### src/rtl/cell_scan_controller.sv
// Frame sequencer for the combinational CellProcessor: gathers each pixel's 3x3
// neighbourhood (plane A, plus plane B for binary ops), issues one instruction, writes the result.
package cell_scan_pkg;
  typedef logic [7:0] pixel_t;
  typedef logic [7:0] user_t;
  typedef enum logic [2:0] {
    OP_NOP, OP_ADD, OP_SUB, OP_ADDI, OP_SUBI, OP_AVG
  } opcode_t;
  typedef struct packed {
    pixel_t [2:0][2:0] pixelMatrix;
  } cell_t;
  typedef struct packed {
    opcode_t opcode;
    cell_t   cellA;
    cell_t   cellB;
    user_t   userInputA;
  } instruction_t;
endpackage

module cell_scan_controller
  import cell_scan_pkg::*;
#(
  parameter int IMG_W  = 8,
  parameter int IMG_H  = 8,
  parameter int ADDR_W = $clog2(2*IMG_W*IMG_H)
) (
  input  logic                clk,
  input  logic                rst,
  input  logic                start,
  input  opcode_t             cfg_opcode,
  input  user_t               cfg_user,
  output logic                busy,
  output logic                done,
  output logic                rd_en,
  output logic [ADDR_W-1:0]   rd_addr,
  input  pixel_t              rd_data,
  output instruction_t        IW,
  input  pixel_t              result,
  output logic                wr_en,
  output logic [ADDR_W-2:0]   wr_addr,
  output pixel_t              wr_data
);
  localparam int XW = $clog2(IMG_W);
  localparam int YW = $clog2(IMG_H);
  localparam logic [XW:0] X_MAX = (XW+1)'(IMG_W-1);
  localparam logic [YW:0] Y_MAX = (YW+1)'(IMG_H-1);
  localparam logic [ADDR_W-1:0] PLANE_OFS = ADDR_W'(IMG_W*IMG_H);
  localparam logic [ADDR_W-1:0] RW = ADDR_W'(IMG_W);
  localparam logic [ADDR_W-2:0] WW = (ADDR_W-1)'(IMG_W);

  typedef enum logic [2:0] {S_IDLE, S_FETCH, S_DRAIN, S_ISSUE, S_DONE} state_t;
  state_t state, state_nx;

  logic [XW-1:0] x;
  logic [YW-1:0] y;
  logic [4:0]    k, rd_k_q, k_last;
  logic          rd_vld_q;
  opcode_t       op_q;
  user_t         user_q;
  cell_t         cell_a, cell_b;
  instruction_t  iw_hold, iw_live;
  logic          is_bin, last_px;

  // Neighbourhood slot k maps to (row,col) within its plane; slots 9..17 are plane B.
  function automatic logic [3:0] rc_of(input logic [4:0] kk);
    logic [3:0] j;
    j = (kk >= 5'd9) ? 4'(kk - 5'd9) : kk[3:0];
    case (j)
      4'd0: rc_of = 4'b00_00;
      4'd1: rc_of = 4'b00_01;
      4'd2: rc_of = 4'b00_10;
      4'd3: rc_of = 4'b01_00;
      4'd4: rc_of = 4'b01_01;
      4'd5: rc_of = 4'b01_10;
      4'd6: rc_of = 4'b10_00;
      4'd7: rc_of = 4'b10_01;
      default: rc_of = 4'b10_10;
    endcase
  endfunction

  logic [1:0]    row, col, cap_row, cap_col;
  logic [XW:0]   xt, xm1;
  logic [YW:0]   yt, ym1;
  logic [XW-1:0] xs;
  logic [YW-1:0] ys;
  logic [ADDR_W-1:0] addr_calc;

  always_comb begin
    {row, col}         = rc_of(k);
    {cap_row, cap_col} = rc_of(rd_k_q);
    xt  = (XW+1)'(x) + (XW+1)'(col);
    yt  = (YW+1)'(y) + (YW+1)'(row);
    xm1 = xt - (XW+1)'(1);
    ym1 = yt - (YW+1)'(1);
    // Clamp to the frame so border pixels replicate the edge.
    if (xt == '0)         xs = '0;
    else if (xm1 > X_MAX) xs = X_MAX[XW-1:0];
    else                  xs = xm1[XW-1:0];
    if (yt == '0)         ys = '0;
    else if (ym1 > Y_MAX) ys = Y_MAX[YW-1:0];
    else                  ys = ym1[YW-1:0];
    addr_calc = ((k >= 5'd9) ? PLANE_OFS : '0) + ADDR_W'(ys) * RW + ADDR_W'(xs);
  end

  assign is_bin  = (op_q == OP_ADD) || (op_q == OP_SUB);
  assign k_last  = is_bin ? 5'd17 : 5'd8;
  assign last_px = (x == X_MAX[XW-1:0]) && (y == Y_MAX[YW-1:0]);

  always_comb begin
    iw_live            = '0;
    iw_live.opcode     = op_q;
    iw_live.cellA      = cell_a;
    iw_live.cellB      = is_bin ? cell_b : '0;
    iw_live.userInputA = user_q;
  end

  always_ff @(posedge clk) begin
    if (rst) state <= S_IDLE;
    else     state <= state_nx;
  end

  always_comb begin
    state_nx = state;
    case (state)
      S_IDLE:  if (start) state_nx = S_FETCH;
      S_FETCH: if (k == k_last) state_nx = S_DRAIN;
      S_DRAIN: state_nx = S_ISSUE;
      S_ISSUE: state_nx = last_px ? S_DONE : S_FETCH;
      S_DONE:  state_nx = S_IDLE;
      default: state_nx = S_IDLE;
    endcase
  end

  always_comb begin
    busy    = (state != S_IDLE);
    done    = (state == S_DONE);
    rd_en   = (state == S_FETCH);
    rd_addr = rd_en ? addr_calc : '0;
    wr_en   = (state == S_ISSUE);
    wr_addr = wr_en ? ((ADDR_W-1)'(y) * WW + (ADDR_W-1)'(x)) : '0;
    wr_data = wr_en ? result : '0;
    IW      = wr_en ? iw_live : iw_hold;
  end

  always_ff @(posedge clk) begin
    if (rst) begin
      x        <= '0;
      y        <= '0;
      k        <= '0;
      rd_k_q   <= '0;
      rd_vld_q <= 1'b0;
      op_q     <= OP_NOP;
      user_q   <= '0;
      cell_a   <= '0;
      cell_b   <= '0;
      iw_hold  <= '0;
    end else begin
      rd_vld_q <= rd_en;
      rd_k_q   <= k;
      // Memory data lands one cycle after its read; DRAIN exists to catch the final slot.
      if (rd_vld_q) begin
        if (rd_k_q >= 5'd9) cell_b.pixelMatrix[cap_row][cap_col] <= rd_data;
        else                cell_a.pixelMatrix[cap_row][cap_col] <= rd_data;
      end
      case (state)
        S_IDLE: if (start) begin
          op_q   <= cfg_opcode;
          user_q <= cfg_user;
          x      <= '0;
          y      <= '0;
          k      <= '0;
        end
        S_FETCH: k <= (k == k_last) ? 5'd0 : k + 5'd1;
        S_ISSUE: begin
          iw_hold <= iw_live;
          if (x == X_MAX[XW-1:0]) begin
            x <= '0;
            y <= (y == Y_MAX[YW-1:0]) ? '0 : y + YW'(1);
          end else begin
            x <= x + XW'(1);
          end
        end
        default: ;
      endcase
    end
  end
endmodule

### config.mk
export PLATFORM = sky130hd
export DESIGN_NAME = cell_scan_controller
export DESIGN_NICKNAME = d
export VERILOG_FILES = /design/src/rtl/cell_scan_controller.sv
export SDC_FILE = /design/constraint.sdc
export NUM_CORES = 1
export LEC_CHECK = 0
export ABC_AREA = 1
export BUFFER_PORTS_ARGS = -buffer_cell sky130_fd_sc_hd__buf_2
export CORE_MARGIN = 8
export CORE_UTILIZATION = 55
export DETAILED_ROUTE_END_ITERATION = 10
export GPL_TIMING_DRIVEN = 0
export PLACE_DENSITY = 0.82
export SYNTH_ARGS = -nofsm -noshare
export SYNTH_HDL_FRONTEND = slang
export SYNTH_SLANG_ARGS = --single-unit
### constraint.sdc
create_clock -name clk -period 9.8 [get_ports clk]
set_input_delay 2.94 -clock clk [delete_from_list [all_inputs] [get_ports clk]]
set_output_delay 2.94 -clock clk [all_outputs]
set_load 0.05 [all_outputs]
=== Word-level counts from Yosys, hierarchy flattened ===
Memory sizes are Yosys's and may differ from the RTL's.
Index checks and enable logic that the tools add are counted.

* Equality and inequality tests: 12
* $add $sub $neg: 12
* Multipliers: 0
* Div/mod/pow operators: 0
* Magnitude comparators: 8
* Reductions and logical operators: 17
* Shift-type cells: 0
* Bitwise gates (word level): 1
* Mux-type cells: 34

{| class="wikitable"
|+ Operators with widths
! kind !! number
|-
| 2-to-1 mux 155 bit || 1
|-
| bitwise mux 72 bit || 2
|-
| 2-to-1 mux 72 bit || 1
|-
| demux 24 bit (select 2 bit) || 1
|-
| 2-to-1 mux 3 bit || 11
|-
| 2-to-1 mux 24 bit || 1
|-
| demux 8 bit (select 2 bit) || 1
|-
| 2-to-1 mux 4 bit || 4
|-
| 2-to-1 mux 8 bit || 2
|-
| 2-to-1 mux 5 bit || 3
|-
| 2-to-1 mux 7 bit || 2
|-
| case mux 3 bit (2 select lines) || 2
|-
| case mux 3 bit (4 select lines) || 1
|-
| AND reduction 2 bit || 6
|-
| greater-or-equal comparator 5 x 4 -> 1 bit (second input constant) || 2
|-
| case mux 5 bit (2 select lines) || 1
|-
| equality test 3 x 2 -> 1 bit (second input constant) || 3
|-
| equality test 3 bit (second input constant) || 3
|-
| adder 3 x 2 -> 4 bit || 2
|-
| > comparator 4 x 3 -> 1 bit (second input constant) || 2
|-
| logical NOT 4 bit || 2
|-
| subtractor 4 x 1 -> 4 bit (second input constant) || 2
|-
| subtractor 4 bit (second input constant) || 2
|-
| adder 7 x 3 -> 7 bit || 1
|-
| other kinds (18) || 26
|}

* Logic and storage cells: 132
* Bits in latches: 0
* Input bits: 30
* Bits in read-only memories: 64
* Output and inout port bits: 180
* Bits in writable memories: 0
* Memories kept: 2
* Bits in registers: 330

{| class="wikitable"
|+ Memory list
! name !! words !! bits a word !! read ports !! clocked after Yosys merged registers in !! wr ports !! RTL line !! text
|-
| (name not given) || 8 || 4 || 1 || 0 || 0 || 68 || <nowiki>case (j)</nowiki>
|-
| (name not given) || 8 || 4 || 1 || 0 || 0 || 68 ||
|}

=== Longest topological paths before layout ===
Gate-level depths: netlist of the first run.
An unclocked memory read counts as a cell.

* Depth in word-level cells: 12
* Depth in mapped cells: 20
* Gate-level depth less buffers: 20

=== Worst setup path after synthesis of the first run ===
No wires, ideal clock.

* Path type: input-to-output
* Start point: input port result[0]
* End point: output port wr_data[0]
* Data required time: 6.860 ns
* Path slack: 3.242 ns
* Path buffers: 0
* Data arrival time: 3.618 ns
* Stages: 2
* Cell sequence: inv_1 > nor2_1

* Cells in the longest elaborated chain, start to end: 1

{| class="wikitable"
|+ Ends and longest elaborated chain
! element !! RTL line !! text
|-
| start: declaration || 38 || <nowiki>input pixel_t result,</nowiki>
|-
| 2-to-1 mux 8 bit || 141 || <nowiki>wr_data = wr_en ? result : '0;</nowiki>
|-
| end: declaration || 41 || <nowiki>output pixel_t wr_data</nowiki>
|}

Every way passes these cells.

=== Final worst setup path of the first run ===
* Start point: register k[1]
* End point: output port rd_addr[1]

* Cells in the longest elaborated chain, start to end: 11
* Elaborated cells on any way between the ends: 13
* Those cells by class: add/sub (4); order compare (2); mux (5); reduce/logical (1); memory (1)

{| class="wikitable"
|+ Ends and longest elaborated chain
! element !! RTL line !! text
|-
| start: declaration || 56 || <nowiki>logic [4:0] k, rd_k_q, k_last;</nowiki>
|-
| start signal: assignment || 173 || <nowiki>S_FETCH: k <= (k == k_last) ? 5'd0 : k + 5'd1;</nowiki>
|-
| subtractor 4 bit / greater-or-equal comparator 5 x 4 -> 1 bit (equally long branches) || 67 || <nowiki>j = (kk >= 5'd9) ? 4'(kk - 5'd9) : kk[3:0];</nowiki>
|-
| 2-to-1 mux 4 bit * || 67 ||
|-
| memory read (8 x 4 bit) || n/a ||
|-
| 2-to-1 mux 4 bit * || 68 ||
|-
| adder 3 x 2 -> 4 bit * || 91 || <nowiki>xt = (XW+1)'(x) + (XW+1)'(col);</nowiki>
|-
| subtractor 4 x 1 -> 4 bit || 93 || <nowiki>xm1 = xt - (XW+1)'(1);</nowiki>
|-
| > comparator 4 x 3 -> 1 bit || 97 || <nowiki>else if (xm1 > X_MAX) xs = X_MAX[XW-1:0];</nowiki>
|-
| 2-to-1 mux 3 bit || 97 ||
|-
| 2-to-1 mux 3 bit * || 96 || <nowiki>if (xt == '0) xs = '0;</nowiki>
|-
| adder 7 x 3 -> 7 bit * || 102 || <nowiki>addr_calc = ((k >= 5'd9) ? PLANE_OFS : '0) + ADDR_W'(ys) * RW + ADDR_W'(xs);</nowiki>
|-
| 2-to-1 mux 7 bit * || 138 || <nowiki>rd_addr = rd_en ? addr_calc : '0;</nowiki>
|-
| end: declaration || 35 || <nowiki>output logic [ADDR_W-1:0] rd_addr,</nowiki>
|}

Every way passes the cells marked *; elsewhere a longest branch is shown, timed or not.

==> results of run 1 <==
[cell type report]
type / count / area, um^2 / share of cell area [%]
flip-flops and latches: 330 / 6610 / 38.7
multi-input cells: 1347 / 6220 / 36.4
clock buffers: 52 / 1040 / 6.09
repair buffers: 208 / 1040 / 6.09
inverters: 264 / 991 / 5.80
plain buffers: 117 / 573 / 3.35
well taps: 335 / 419 / 2.45
clock inverters: 10 / 190 / 1.11
[state kept, by name, summed over array words and instances (netlist names)]
signal	cells
rd_k_q	5
cell_a	72
state	3
rd_vld_q	1
k	5
x	3
cell_b	72
iw_hold	155
op_q	3
y	3
user_q	8
[how the worst min path moves through the flow]
stage	from	end	cells after the start
after floorplan	user_q[0]	user_q[0]	2
after global placement	user_q[5]	user_q[5]	2
after detailed placement	user_q[4]	user_q[4]	2
after CTS	user_q[4]	user_q[4]	2
after global routing	iw_hold[70]	iw_hold[70]	2
final	user_q[2]	user_q[2]	2
[synth_stat cells, types with 4 or more instances]
cell type / number / share of area, %
ha_1: 21 / 1.8
clkbuf_8: 4 / 0.38
nor2_1: 378 / 9.9
clkbuf_1: 75 / 2.0
dfxtp_1: 330 / 46
nor3_1: 4 / 0.14
xor2_1: 9 / 0.55
or2_2: 85 / 3.7
buf_1: 8 / 0.21
nand3_2: 5 / 0.35
a21oi_1: 128 / 4.5
a31oi_1: 4 / 0.17
nand2_1: 452 / 12
inv_1: 261 / 6.8
buf_2: 21 / 0.73
o21ai_0: 97 / 3.4
buf_6: 9 / 0.70
nand3_1: 130 / 4.5
nand4_2: 6 / 0.52
[kinds of logic (layout without fill, tap and decap cells)]
group                    Yosys count  count (layout)  synth area share [%]
buffers and inverters            381             651                  10.9
AO/OA/AOI/OAI                    237             237                  8.50
flip-flops                       330             330                  45.9
adder cells (fa/ha/maj)           23              23                  2.10
XOR/XNOR                          11              11                 0.670
AND/OR/NAND/NOR                 1076            1076                  32.0
[through the flow]
step / utilization, % / area [um^2] / total power, W / hold WS [ns] / instances
floorplan: - / 14400 / 0.00210 / 0.442 / 2058
global placement: 61.2 / 15900 / 0.00229 / 0.451 / 2601
detailed placement: 61.2 / 15900 / 0.00231 / 0.456 / 2601
CTS: 65.9 / 17100 / 0.00370 / 0.466 / 2663
global route: 65.9 / 17100 / 0.00384 / 0.488 / 2663
finish: 65.9 / 17100 / 0.00370 / 0.463 / 2663
[power breakdown]
| part | switching, W | total (W) | internal, W | leakage, nW |
|---|---|---|---|---|
| combinational | 0.000652 | 0.000861 | 0.000209 | 6.40 |
| sequential | 0.0000276 | 0.00143 | 0.00140 | 2.66 |
| clock | 0.000535 | 0.00140 | 0.000869 | 0.604 |
| total | 0.00121 | 0.00370 | 0.00248 | 9.67 |
[worst register-to-register path, cell delays in order, from the launching register on]
cell     delay [ns]
dfxtp_1        0.35
ha_1           0.25
a21oi_4        0.24
nand2_4        0.10
xor2_1         0.24
inv_1          0.07
ha_1           0.21
nand3_1        0.12
nand2_1        0.16
nor2_2         0.27
nand4_2        0.32
buf_6          0.26
nor2_1         0.11
nor2_1         0.07
[layer usage]
metal	wire length, um	share of wire, %	vias up	GRT usage [%]
met3	3370	8.1	113	4.83
met2	19500	47	553	43.6
met1	17100	41	6300	31.4
met5	13	0.031	-	0
met4	1440	3.5	2	9.76
li1	-	-	6776	-
==> PnR_summary.wiki, run 1 <==
{| class="wikitable"
! Metric !! Value
|-
| Source-to-sink clock delay at the later pin of the worst-skew pair || 0.52 ns
|-
| Outcome || completed
|-
| Slew Limit Fails || 0
|-
| Unrepaired setup endpoints after global routing || no
|-
| Effective utilization at floorplan || 55.5%
|-
| Leakage || 9.67 nW
|-
| Endpoint type of the worst setup path || output port
|-
| Total Nets Final || 2,356
|-
| Fin worst setup slack || 2.82 ns
|-
| Most common cell after layout, fill and taps aside || nand2_1
|-
| Average detailed-routed wire length per instance || roughly 16 um
|-
| Num Clock Sinks || 330
|-
| Root Buffer || clkbuf_16
|-
| Clock-pin slew on the worst setup and hold paths || 0.06 ns
|-
| Area enclosed by the die boundary || 31,600 um^2
|-
| Wire length of the first global-routing pass || 65,800 um
|-
| Number of nets produced by synthesis || roughly 2.1k
|-
| Via count of the first global-routing pass || 13.4k
|-
| Primary FF master, synth || dfxtp_1
|-
| GP Congestion || 0.911
|-
| Flop and latch count out of synthesis || 330
|-
| Critical path origin || k[1]
|-
| Capture point of the critical path || rd_addr[1]
|-
| CP arrival || about 4.0 ns
|-
| Post-CTS Hold Buffers || 0
|-
| Vias post-DR || 13.7k
|-
| Crit Reg-Reg Startpoint || rd_k_q[0]
|-
| Mean Syn Cell Area || 6.99 um^2
|-
| CTS Buf Count || 35
|-
| Number of buffers inserted by port buffering || roughly 210
|-
| Worst reg2reg path endpoint || cell_b[54]
|-
| Number of antenna-violating nets in the routed design || 0
|-
| Global route overflow || 0
|-
| Final hold violation count || 0
|-
| Number of max-capacitance violations reported || 0
|-
| Total number of cells along the worst setup path || 17
|-
| Final HPWL DP || 29,200 um
|-
| Number of detailed-route iterations in the first pass || 6
|-
| Wirelength, routed || 41,400 um
|-
| Register-to-Register Setup Slack || 6.91 ns
|-
| P per Cell Area || 216 nW/um^2
|-
| Normalized max-slew margin || 29.0%
|-
| Kind of start point of the critical path || flop
|-
| All-layer global routing usage || 25.5%
|-
| Count of boundary I/O pins || 210
|-
| Clock Tree Buf Depth || 3
|-
| Vertical die dimension || approximately 180 um
|-
| Setup WS pre-CTS || 3.38 ns
|-
| Placeable Area || 25,900 um^2
|-
| Cell area after synthesis || 14,400 um^2
|-
| Kind of cell adding the most delay to the critical path || adder cells
|-
| Maximum level of the CTS H-tree || 2
|-
| Post-cts resize count || 0
|-
| Count of inserted antenna diode cells || 0
|-
| Clock tree from TritonCTS || built
|-
| DRT iter0 DRCs || 983
|-
| Post-synth cell types || 36
|-
| Filler instances || 2,140
|-
| Buffers and inverters on the worst path || 5
|-
| Post-CTS repair timing setup buffer count || 0
|-
| Hold WC Path Type || flop to flop
|-
| Fmax || 0.143 GHz
|-
| Highest cell delay on the worst timing path || 0.48 ns
|-
| Final setup viols || 0
|-
| Initial antenna violation count || 1
|-
| Fraction of registers with async set/reset || 0%
|-
| Commonest cells after routing, fill and taps aside || nand2_1 (452), nor2_1 (378), dfxtp_1 (330)
|-
| Largest fanout on the critical path || 5
|-
| Worst IR Drop VDD || around 0.17 mV
|-
| Required time at the endpoint of the critical path || 6.86 ns
|-
| Routed vias/inst || 5.16
|-
| Share of post-route cells with drive strength above 1 || around 18%
|-
| Part of the cycle the worst path needs || 71.2%
|-
| Slowest-stage cell, CP || fa_1
|-
| Area growth from synthesis to final layout || 18.7%
|-
| Horizontal die dimension || approximately 180 um
|-
| Setup skew after layout || between 0.015 and 0.02 ns
|-
| Post-synthesis cell count || 2,058
|-
| Standard-cell row count || 59
|-
| Transition time at the pin with the least slew margin || 1.06 ns
|-
| Worst r2r path cells || 13
|-
| Sequential-to-total area share from yosys stat || between 40% and 50%
|-
| Tmin final || 6.98 ns
|-
| Pin count of the biggest net entering global routing || 14
|-
| Number of warnings reported in the yosys synthesis log || 0
|-
| Post-detailed-route DRC marker count || 0
|-
| Critical Setup Path Class || flop to output port
|-
| Count of flip-flops with a built-in enable after synthesis || 0
|-
| Final total negative setup slack || 0 ns
|-
| Ordered cell list for the critical path || inv_1 -> ha_1 -> nand3_1 -> nand3_1 -> o21ai_0 -> inv_1 -> ha_1 -> a21oi_1 -> ha_1 -> inv_1 -> fa_1 -> ha_1 -> nand2_1 -> o21ai_0 -> a21o_1 -> inv_1 -> buf_2
|}
(Power assumes the default switching activity.)
==> run 2: changes to the inputs <==
CORE_UTILIZATION = 52   (was 55)
clock period = 6.3 ns   (was 9.8 ns; I/O delays follow)
==> run 2 against run 1 <==
Against the previous run:
- clock skew fell by 0.0047 ns
- cell count is 1.6% higher
- non-clock buffer count unchanged
- design area fell by 0.29%
- flip-flop and latch count unchanged
- wire length about the same
- critical endpoint unchanged
==> PnR_summary.wiki, run 2 (synthesized netlist as in run 1, its figures left out) <==
{| class="wikitable"
! Metric !! Value
|-
| Global route overflow || 0
|-
| Clock Power Share || 36.3%
|-
| Internal power || 0.00371 W
|-
| Critical path origin || k[1]
|-
| Top flop regs || iw_hold x155, cell_a x72, cell_b x72
|-
| Vias post-DR || 13.7k
|-
| Count of inserted antenna diode cells || 0
|-
| Power share of the sequential group || 39.8%
|-
| Worst IR Drop VDD || around 0.15 mV
|-
| Non-filler instance count after layout || 2,705
|-
| Part of the cycle the worst path needs || 94.3%
|-
| Num Clock Sinks || 330
|-
| Max FFs per register || 155
|-
| Ordered cell list for the critical path || inv_1 -> ha_1 -> nand3_1 -> nand3_1 -> o21ai_0 -> inv_1 -> ha_1 -> a21oi_1 -> ha_1 -> inv_1 -> fa_1 -> ha_1 -> nand2_1 -> o21ai_0 -> a21o_1 -> inv_1 -> buf_2
|-
| Post-detailed-route DRC marker count || 0
|-
| Kind of start point of the critical path || flop
|-
| Initial antenna violation count || 2
|-
| Transition time at the pin with the least slew margin || 0.985 ns
|-
| Hold WC Path Type || flop to flop
|-
| Post-cts resize count || 0
|-
| Largest fanout on the critical path || 5
|-
| Relative contribution of combinational cells to total power || 24.0%
|-
| Maximum level of the CTS H-tree || 2
|-
| Register with the most flip-flops || iw_hold
|-
| Kind of cell adding the most delay to the critical path || adder cells
|-
| Placeable Area || 27,600 um^2
|-
| Crit Reg-Reg Startpoint || rd_k_q[1]
|-
| Final hold violation count || 0
|-
| Effective utilization at floorplan || 52.2%
|-
| Worst reg2reg path endpoint || cell_b[54]
|-
| Outcome || completed
|-
| Fmax || 0.168 GHz
|-
| Number of max-capacitance violations reported || 0
|-
| Source-to-sink clock delay at the later pin of the worst-skew pair || 0.51 ns
|-
| Root Buffer || clkbuf_16
|-
| Final setup viols || 0
|-
| Total Nets Final || 2,356
|-
| Slowest-stage cell, CP || fa_1
|-
| Standard-cell row count || 61
|-
| Clock Tree Buf Depth || 3
|-
| Number of detailed-route iterations in the first pass || 6
|-
| Slew Limit Fails || 0
|-
| Total net switching power || between 0.0015 and 0.002 W
|-
| Leakage || 9.62 nW
|-
| Number of buffers inserted by port buffering || 208
|-
| Average detailed-routed wire length per instance || 15.3 um
|-
| Total design power || approximately 0.0056 W
|-
| Setup skew after layout || 0.0129 ns
|-
| Clock-pin slew on the worst setup and hold paths || approximately 0.06 ns
|-
| Final total negative setup slack || 0 ns
|-
| DRT iter0 DRCs || 1,048
|-
| Buffers and inverters on the worst path || 5
|-
| Horizontal die dimension || 182 um
|-
| CTS Buf Count || 35
|-
| Critical Setup Path Class || flop to output port
|-
| Required time at the endpoint of the critical path || 4.41 ns
|-
| Normalized max-slew margin || roughly a third
|-
| Most common cell after layout, fill and taps aside || nand2_1
|-
| Worst r2r path cells || 15
|-
| Count of boundary I/O pins || between 200 and 250
|-
| Share of post-route cells with drive strength above 1 || 17.4%
|-
| Number of placed cells counting well taps || 2,644
|-
| Post-CTS repair timing setup buffer count || 0
|-
| Tmin final || 5.94 ns
|-
| Register-to-Register Setup Slack || 3.48 ns
|-
| Total number of cells along the worst setup path || 17
|-
| Capture point of the critical path || rd_addr[1]
|-
| All-layer global routing usage || 24.5%
|-
| Via count of the first global-routing pass || 13.4k
|-
| Commonest cells after routing, fill and taps aside || nand2_1 (452), nor2_1 (378), dfxtp_1 (330)
|-
| P per Cell Area || 329 nW/um^2
|-
| Endpoint type of the worst setup path || output port
|-
| Highest cell delay on the worst timing path || 0.49 ns
|-
| Vertical die dimension || 182 um
|-
| Wire length of the first global-routing pass || 66,500 um
|-
| Pin count of the biggest net entering global routing || 14
|-
| Unrepaired setup endpoints after global routing || no
|-
| Final HPWL DP || 29,800 um
|-
| Switching Fraction || 33.8%
|-
| Wirelength, routed || 41,500 um
|-
| Clock tree from TritonCTS || built
|-
| GP Congestion || 0.936
|-
| Area growth from synthesis to final layout || 18.4%
|-
| Number of antenna-violating nets in the routed design || 0
|-
| Routed vias/inst || 5.06
|-
| CP arrival || 4.05 ns
|-
| Area enclosed by the die boundary || about 33,000 um^2
|-
| Post-CTS Hold Buffers || 0
|}
[run 2: worst register-to-register path, delay by kind of cell (launching register included)]
family / cells / cell delay, ns
compound gates: 1 / 0.23
xor+xnor: 1 / 0.24
fa+ha+maj: 2 / 0.43
buf+inv: 3 / 0.40
flops: 1 / 0.33
simple gates: 8 / 1.14
[run 2: power groups by stage]
stage               clock [W]  sequential (W)  combinational [W]
floorplan                   0         0.00226            0.00101
global placement            0         0.00227            0.00130
detailed placement          0         0.00227            0.00133
CTS                   0.00204         0.00223            0.00134
global route          0.00213         0.00224            0.00145
finish                0.00203         0.00223            0.00134
[run 2: worst min path at each step]
stage	endpoint	startpoint	depth (start not counted)	slack, ns
CTS	user_q[1]	user_q[1]	2	0.46
global placement	user_q[7]	user_q[7]	2	0.45
floorplan	user_q[0]	user_q[0]	2	0.44
global route	iw_hold[77]	iw_hold[77]	2	0.48
finish	user_q[0]	user_q[0]	2	0.46
detailed placement	user_q[1]	user_q[1]	2	0.45
[run 2: through the flow]
step / util (%) / hold slack [ns] / cell area [um^2] / setup WS [ns]
final: 61.8 / 0.462 / 17000 / 0.357
after CTS: 61.8 / 0.462 / 17000 / 0.370
after detailed placement: 57.7 / 0.452 / 15900 / 0.920
after global placement: 57.7 / 0.451 / 15900 / 1.07
after floorplan: - / 0.442 / 14400 / 0.852
after global routing: 61.8 / 0.482 / 17000 / 0.0419
[run 2: per-layer routing]
| layer | wire length, um | up-vias | global-route usage [%] |
|---|---|---|---|
| met5 | 24 | - | 0 |
| met4 | 1400 | 4 | 9.90 |
| met3 | 3500 | 115 | 4.93 |
| met2 | 19400 | 502 | 41.7 |
| met1 | 17100 | 6281 | 29.9 |
| li1 | - | 6795 | - |
[run 2: final cells by class]
type	count	area, um^2
fill	2412	10500
sequential	330	6610
multi-input combinational	1347	6220
clock buffer	53	1060
timing repair buffer	208	1040
inverter	264	991
buffer	117	573
tap	378	473
clock inverter	8	71.3
